<file path="config.mk">
export PLATFORM = sky130hd
export DESIGN_NAME = async_fifo_wr_ctrl_flat
export DESIGN_NICKNAME = d
export VERILOG_FILES = /design/src/rtl/async_fifo_pkg.sv /design/src/rtl/async_fifo_wr_ctrl_if.sv /design/src/rtl/async_fifo_wr_ctrl_sync_2ff.sv /design/src/rtl/async_fifo_wr_ctrl.sv /design/src/flat_wrapper.sv
export SDC_FILE = /design/constraint.sdc
export NUM_CORES = 1
export LEC_CHECK = 0
export ABC_AREA = 1
export BUFFER_PORTS_ARGS = -buffer_cell sky130_fd_sc_hd__clkbuf_2
export CAP_MARGIN = 20
export CORE_AREA = 2 2 60 45
export DETAILED_ROUTE_END_ITERATION = 6
export DIE_AREA = 0 0 62 47
export PLACE_DENSITY = 0.75
export SETUP_SLACK_MARGIN = 0.02
export SLEW_MARGIN = 20
export SYNTH_ARGS = -nofsm -noshare
export SYNTH_HDL_FRONTEND = slang
export SYNTH_SLANG_ARGS = --single-unit
</file>
<file path="constraint.sdc">
create_clock -name wr_clk -period 5.5 [get_ports wr_clk]
set_input_delay 0.55 -clock wr_clk [delete_from_list [all_inputs] [get_ports wr_clk]]
set_output_delay 0.55 -clock wr_clk [all_outputs]
set_load 0.05 [all_outputs]
</file>
<file path="src/rtl/async_fifo_pkg.sv">
// Purpose : shared async FIFO types and helpers for the write- and read-side controllers.
// Contents: default geometry (WIDTH/DEPTH/ADDR), pointer width PTR_W, bin2gray, gray2bin.
// Usage   : import async_fifo_pkg::*; callers cast results down to their own pointer width.
package async_fifo_pkg;

   localparam int WIDTH_DEF = 16;
   localparam int DEPTH_DEF = 8;
   localparam int ADDR_DEF  = 3;
   localparam int PTR_W     = ADDR_DEF + 1;

   // Both helpers work on a zero-extended 32-bit value, so any pointer width up to 32 can
   // share them; zero upper bits leave the result in the low bits unchanged.
   function automatic logic [31:0] bin2gray(input logic [31:0] b);
      return b ^ (b >> 1);
   endfunction

   function automatic logic [31:0] gray2bin(input logic [31:0] g);
      logic [31:0] b;
      b[31] = g[31];
      for (int i = 30; i >= 0; i--) begin
         b[i] = b[i+1] ^ g[i];
      end
      return b;
   endfunction

endpackage

</file>
<file path="src/rtl/async_fifo_wr_ctrl_if.sv">
// Purpose : bundles the write-side FIFO signals: producer request, RAM write port, pointer exchange, status.
// Ports   : master = producer/read-domain side (drives push, push_data, rd_ptr_gray); slave = controller.
// Latency : pure wiring, no state.
interface async_fifo_wr_ctrl_if #(
   parameter int WIDTH = 16,
   parameter int ADDR  = 3
);
   logic             push;
   logic [WIDTH-1:0] push_data;
   logic [ADDR:0]    rd_ptr_gray;
   logic             we;
   logic [ADDR-1:0]  wr_addr;
   logic [WIDTH-1:0] data_in;
   logic [ADDR:0]    wr_ptr_gray;
   logic             full;
   logic             almost_full;
   logic             overflow;
   logic [ADDR:0]    wr_level;

   modport master (
      output push, push_data, rd_ptr_gray,
      input  we, wr_addr, data_in, wr_ptr_gray, full, almost_full, overflow, wr_level
   );

   modport slave (
      input  push, push_data, rd_ptr_gray,
      output we, wr_addr, data_in, wr_ptr_gray, full, almost_full, overflow, wr_level
   );
endinterface

</file>
<file path="src/rtl/async_fifo_wr_ctrl_sync_2ff.sv">
// Purpose : two-flop synchronizer for a Gray-coded pointer crossing into this clock domain.
// Ports   : clk, clr (async, active-high), d_i (foreign-domain bus), q_o (synchronized bus).
// Latency : 2 clk edges; no backpressure. Nothing combinational sits before the first flop.
module sync_2ff #(
   parameter int W = 1
) (
   input  logic         clk,
   input  logic         clr,
   input  logic [W-1:0] d_i,
   output logic [W-1:0] q_o
);

   logic [W-1:0] rq1_q;
   logic [W-1:0] rq2_q;

   always_ff @(posedge clk or posedge clr) begin
      if (clr) begin
         rq1_q <= '0;
         rq2_q <= '0;
      end else begin
         rq1_q <= d_i;
         rq2_q <= rq1_q;
      end
   end

   assign q_o = rq2_q;

endmodule

</file>
<file path="src/rtl/async_fifo_wr_ctrl.sv">
// Purpose : write-side controller of a dual-clock FIFO: RAM write port, Gray write pointer, full/level/overflow.
// Ports   : wr_clk, clr (async, active-high), bus (async_fifo_wr_ctrl_if.slave).
// Latency : we/wr_addr/data_in combinational; pointer, full, level registered on the accepting edge.
//           Push while full is dropped and latches sticky overflow. Macro ASYNC_FIFO_ALMOST_FULL_EN
//           enables the registered almost_full comparator; otherwise almost_full is tied low.
module async_fifo_wr_ctrl
   import async_fifo_pkg::*;
#(
   parameter int WIDTH    = WIDTH_DEF,
   parameter int DEPTH    = DEPTH_DEF,
   parameter int ADDR     = ADDR_DEF,
   parameter int AF_LEVEL = 6
) (
   input  logic                 wr_clk,
   input  logic                 clr,
   async_fifo_wr_ctrl_if.slave  bus
);

   localparam int PW = ADDR + 1;

   if (DEPTH != (1 << ADDR)) begin : g_depth_chk
      $error("async_fifo_wr_ctrl: DEPTH must equal 2**ADDR");
   end
   if (AF_LEVEL > DEPTH) begin : g_af_chk
      $error("async_fifo_wr_ctrl: AF_LEVEL must not exceed DEPTH");
   end

   logic [PW-1:0]    wr_bin_q, wr_bin_d;
   logic [PW-1:0]    wr_ptr_gray_q, wr_gray_d;
   logic [PW-1:0]    wr_level_q, wr_level_d;
   logic [PW-1:0]    rq2;
   logic [PW-1:0]    rd_bin;
   logic [PW-1:0]    full_cmp;
   logic             full_q, full_d;
   logic             overflow_q, overflow_d;
   logic             we;
   logic [WIDTH-1:0] push_dat;

   sync_2ff #(.W(PW)) u_rd_sync (
      .clk (wr_clk),
      .clr (clr),
      .d_i (bus.rd_ptr_gray),
      .q_o (rq2)
   );

   // clr gates the enable so the RAM cannot be written while the pointers are held at zero.
   assign we         = bus.push & ~full_q & ~clr;
   assign wr_bin_d   = wr_bin_q + PW'(we);
   assign wr_gray_d  = PW'(bin2gray(32'(wr_bin_d)));
   assign rd_bin     = PW'(gray2bin(32'(rq2)));

   // Full when the write pointer is exactly one lap ahead: in Gray code that is the read
   // pointer with its two MSBs inverted. Using wr_bin_d makes the filling write assert full.
   assign full_cmp   = {~rq2[ADDR:ADDR-1], rq2[ADDR-2:0]};
   assign full_d     = (wr_gray_d == full_cmp);
   assign wr_level_d = wr_bin_d - rd_bin;
   assign overflow_d = overflow_q | (bus.push & full_q);

   always_ff @(posedge wr_clk or posedge clr) begin
      if (clr) begin
         wr_bin_q      <= '0;
         wr_ptr_gray_q <= '0;
         wr_level_q    <= '0;
         full_q        <= 1'b0;
         overflow_q    <= 1'b0;
      end else begin
         wr_bin_q      <= wr_bin_d;
         wr_ptr_gray_q <= wr_gray_d;
         wr_level_q    <= wr_level_d;
         full_q        <= full_d;
         overflow_q    <= overflow_d;
      end
   end

`ifdef ASYNC_FIFO_ALMOST_FULL_EN
   logic almost_full_q;

   always_ff @(posedge wr_clk or posedge clr) begin
      if (clr) begin
         almost_full_q <= 1'b0;
      end else begin
         almost_full_q <= (32'(wr_level_d) >= AF_LEVEL);
      end
   end

   assign bus.almost_full = almost_full_q;
`else
   assign bus.almost_full = 1'b0;
`endif

   assign push_dat        = bus.push_data;
   assign bus.data_in     = push_dat;
   assign bus.we          = we;
   assign bus.wr_addr     = wr_bin_q[ADDR-1:0];
   assign bus.wr_ptr_gray = wr_ptr_gray_q;
   assign bus.full        = full_q;
   assign bus.wr_level    = wr_level_q;
   assign bus.overflow    = overflow_q;

endmodule

</file>
<file path="src/flat_wrapper.sv">
// flat-port wrapper written by rule: the top's interface ports become plain ports
module async_fifo_wr_ctrl_flat import async_fifo_pkg::*;
#(
   parameter int WIDTH    = WIDTH_DEF,
   parameter int DEPTH    = DEPTH_DEF,
   parameter int ADDR     = ADDR_DEF,
   parameter int AF_LEVEL = 6
)
  (wr_clk, clr, bus_push, bus_push_data, bus_rd_ptr_gray, bus_we, bus_wr_addr, bus_data_in, bus_wr_ptr_gray, bus_full, bus_almost_full, bus_overflow, bus_wr_level);
  async_fifo_wr_ctrl_if #(.WIDTH(WIDTH), .ADDR(ADDR)) bus_i ();
  input  logic wr_clk;
  input  logic clr;
  input wire logic [$bits(bus_i.push)-1:0] bus_push;
  input wire logic [$bits(bus_i.push_data)-1:0] bus_push_data;
  input wire logic [$bits(bus_i.rd_ptr_gray)-1:0] bus_rd_ptr_gray;
  output wire logic [$bits(bus_i.we)-1:0] bus_we;
  output wire logic [$bits(bus_i.wr_addr)-1:0] bus_wr_addr;
  output wire logic [$bits(bus_i.data_in)-1:0] bus_data_in;
  output wire logic [$bits(bus_i.wr_ptr_gray)-1:0] bus_wr_ptr_gray;
  output wire logic [$bits(bus_i.full)-1:0] bus_full;
  output wire logic [$bits(bus_i.almost_full)-1:0] bus_almost_full;
  output wire logic [$bits(bus_i.overflow)-1:0] bus_overflow;
  output wire logic [$bits(bus_i.wr_level)-1:0] bus_wr_level;
  assign bus_i.push = bus_push;
  assign bus_i.push_data = bus_push_data;
  assign bus_i.rd_ptr_gray = bus_rd_ptr_gray;
  assign bus_we = bus_i.we;
  assign bus_wr_addr = bus_i.wr_addr;
  assign bus_data_in = bus_i.data_in;
  assign bus_wr_ptr_gray = bus_i.wr_ptr_gray;
  assign bus_full = bus_i.full;
  assign bus_almost_full = bus_i.almost_full;
  assign bus_overflow = bus_i.overflow;
  assign bus_wr_level = bus_i.wr_level;
  async_fifo_wr_ctrl #(.WIDTH(WIDTH), .DEPTH(DEPTH), .ADDR(ADDR), .AF_LEVEL(AF_LEVEL)) u_core (.wr_clk(wr_clk), .clr(clr), .bus(bus_i));
endmodule
</file>
==> flow_metrics.env <==
export IMPL_drt_initial_drc_count=8
export IMPL_grt_overflow=0
export IMPL_antenna_found_initial=0
export IMPL_r2r_cells=7
export IMPL_tightest_slew_ns=0.770
export IMPL_clk_pin_slew_ns=0.12
export IMPL_cp_start_kind="primary input"
export IMPL_finalCriticalPeriod_ns=2.54
export IMPL_diodes=0
export IMPL_pin_count=54
export IMPL_syn_avg_cell_area_um2=9.67
export IMPL_pwr_share_comb_pct=57.3
export IMPL_swShare_pct=53.5
export IMPL_fp_dieW_um=62
export IMPL_port_buffer_count=20
export IMPL_synth_top_cell_area_share_pct=50.8
export IMPL_cts_sinks=21
export IMPL_p_leak_nw=0.588
export IMPL_dieArea_um2=2910
export IMPL_antenna_left=0
export IMPL_dr_pass1_iters=4
export IMPL_drt_wirelength_per_cell_um=10.7
export IMPL_syn2layout_area_growth_pct=4.35
export IMPL_routed_wl_mm=1.59
export IMPL_cp_slowest_stage_delay_ns=0.56
export IMPL_place_hpwl_mm=1.27
export IMPL_synthCells=107
export IMPL_gp_congestion=0.763
export IMPL_cp_slowest_cell="inv_1"
export IMPL_synth_area_leaders="dfrtp_1 51%, buf_4 12%, nand2_1 9.4%, ha_1 4.8%, inv_1 4.4%"
export IMPL_clock_latency_ns=0.31
export IMPL_initial_core_util_pct=44.1
export IMPL_drv_cap=0
export IMPL_cts_root_buf="clkbuf_4"
export IMPL_fin_crit_sh_pct=46.1
export IMPL_p_sw_mw=0.393
export IMPL_drcViolationCount=0
export IMPL_critPathBufInv=2
export IMPL_rows=15
export IMPL_path_depth=11
export IMPL_grt_max_degree=23
export IMPL_tritoncts="yes"
export IMPL_synth_area_um2=1030
export IMPL_synth_seq_cells=21
export IMPL_pre_cts_slack_ns=2.54
export IMPL_avgViaCountPerCell=4.49
export IMPL_crit_chain="clkbuf_2 -> inv_1 -> nand2_1 -> nor2_1 -> ha_1 -> ha_1 -> ha_1 -> a21oi_1 -> nand2_1 -> nand2_1 -> xor2_1"
export IMPL_min_path_type="primary input to flip-flop"
export IMPL_cp_top_family="adder cells"
export IMPL_synth_common_cells="26 x nand2_1, 21 x dfrtp_1, 17 x buf_4"
export IMPL_grt_use_total_pct=13.5
export IMPL_grt_pass1_vias=634
export IMPL_max_slew_margin_pct=48.6
export IMPL_path_max_fanout=22
export IMPL_cts_max_path_buffers=2
export IMPL_crit_type="primary input to flip-flop"
export IMPL_slew_viol_final=0
export IMPL_cp_arrival_ns=2.78
export IMPL_yosysSeqAreaShare_pct=50.8
export IMPL_grt_pass1_wl_mm=2.68
export IMPL_postLayoutCellArea_um2=1080
export IMPL_ys_warn_count=0
export IMPL_die_h_um=47
export IMPL_worst_clock_skew_ns=0.00415
export IMPL_setup_tns_ns=0
export IMPL_post_cts_buffers=0
export IMPL_fin_total_pwr_mw=0.735
export IMPL_whs_path_depth=1
export IMPL_seqPwrFrac_pct=32.4
export IMPL_endpoint_kind="flip-flop"
export IMPL_rsz0062_at_grt="no"
export IMPL_final_nets=143
export IMPL_peakVddDrop_mv=0.292
export IMPL_synth_cell_types=20
export IMPL_setup_viol=0
export IMPL_placed_cell_area_um2=1050
export IMPL_p_per_area_nw_per_um2=680
export IMPL_async_flop_share_pct=100
export IMPL_core_area_um2=2350
export IMPL_cp_data_required_time_ns=5.75
export IMPL_yosysMostFrequentCell="nand2_1"
export IMPL_finalWorstSetupSlack_ns=2.96
export IMPL_fill_cells=236
export IMPL_synth_top_area_cell="dfrtp_1"
export IMPL_pwr_share_clk_pct=10.4
export IMPL_synth_edf_count=0
export IMPL_fmax_mhz=394
export IMPL_cts_htree_levels=1
export IMPL_synth_fp_nets=135
export IMPL_ys_flop_type="dfrtp_1"
export IMPL_cts_buffers_inserted=3
export IMPL_internal_power_mw=0.342
export IMPL_ctsResizeCount=0
export IMPL_vias=665
export IMPL_hold_viol=0
export IMPL_final_layout_size_suffix_gt1_share_pct=24.6
export IMPL_hold_buffers=0
export IMPL_status="finished, final reports clean"
-- cells in the final DEF (no fill, tap or decap) --
cell	n
a21o_1	1
a21oi_1	1
clkbuf_2	20
clkbuf_4	3
clkinvlp_4	1
conb_1	1
dfrtp_1	21
fa_1	1
ha_1	4
inv_1	12
inv_2	1
nand2_1	26
nand2_2	1
nand2_4	1
nand3_1	8
nand3b_1	1
nand4_1	3
nor2_1	2
or2_1	1
xnor2_1	1
xnor2_2	1
xor2_1	3
-- per-stage QoR --
stage | util (%) | hold WS, ns | cells
floorplan | - | 0.331 | 107
global placement | 44.7 | 0.332 | 144
detailed placement | 44.7 | 0.336 | 144
CTS | 46.0 | 0.317 | 148
global route | 46.0 | 0.301 | 148
finish | 46.0 | 0.329 | 148
-- worst reg2reg max path, cell delays in order (launching register included) --
cell     delay [ns]
dfrtp_1        0.44
xnor2_2        0.25
xor2_1         0.34
xor2_1         0.19
ha_1           0.17
inv_1          0.06
fa_1           0.38
xnor2_1        0.14
-- power groups by stage --
stage                     logic, mW  clock network (mW)  registers, mW
after floorplan               0.200                   0          0.403
after global placement        0.414                   0          0.240
after detailed placement      0.424                   0          0.241
after CTS                     0.425              0.0796          0.238
after global routing          0.462              0.0852          0.247
final                         0.421              0.0760          0.238
-- cells by family after synthesis --
logic type      synth area share (%)
compound gates                  1.21
xor+xnor                        4.96
fa+ha+maj                       6.77
buf+inv                         17.0
flops                           50.8
other cells                    0.362
simple gates                    18.9
-- state kept, by name, summed over array words and instances (netlist names) --
name                    cells
u_core.wr_bin_q             4
u_core.bus.overflow         1
u_core.u_rd_sync.rq1_q      4
u_core.bus.wr_level         4
u_core.bus.wr_ptr_gray      3
u_core.bus.full             1
u_core.u_rd_sync.q_o        4
-- path summary, 6_finish.rpt --
kind	endpoint	start	slack (ns)
max	u_core.bus.wr_level[3]	clr	2.96
min	u_core.u_rd_sync.rq1_q[2]	bus_rd_ptr_gray[2]	0.33
max reg2reg	u_core.bus.wr_level[2]	u_core.u_rd_sync.q_o[3]	3.42
min reg2reg	u_core.u_rd_sync.q_o[2]	u_core.u_rd_sync.rq1_q[2]	0.36
max in group asynchronous	u_core.wr_bin_q[2]	clr	4.68
min in group asynchronous	u_core.u_rd_sync.q_o[0]	clr	0.34
-- cell type report --
type	instances	area, um2	area share (%)
Multi-Input combinational cell	56	333	30.8
Inverter	13	48.8	4.52
Clock inverter	1	7.51	0.695
Tap cell	34	42.5	3.94
Clock buffer	3	22.5	2.09
Timing Repair Buffer	20	100	9.27
Sequential cell	21	526	48.7
-- metal layers --
| layer | track usage, % | up-vias | wire, um |
|---|---|---|---|
| met4 | 8.94 | 0 | 49 |
| li1 | - | 329 | - |
| met3 | 6.34 | 9 | 167 |
| met2 | 19.6 | 29 | 639 |
| met5 | 0 | - | 0 |
| met1 | 16.3 | 298 | 734 |
No activity file was read; power rests on OpenSTA's default activity.
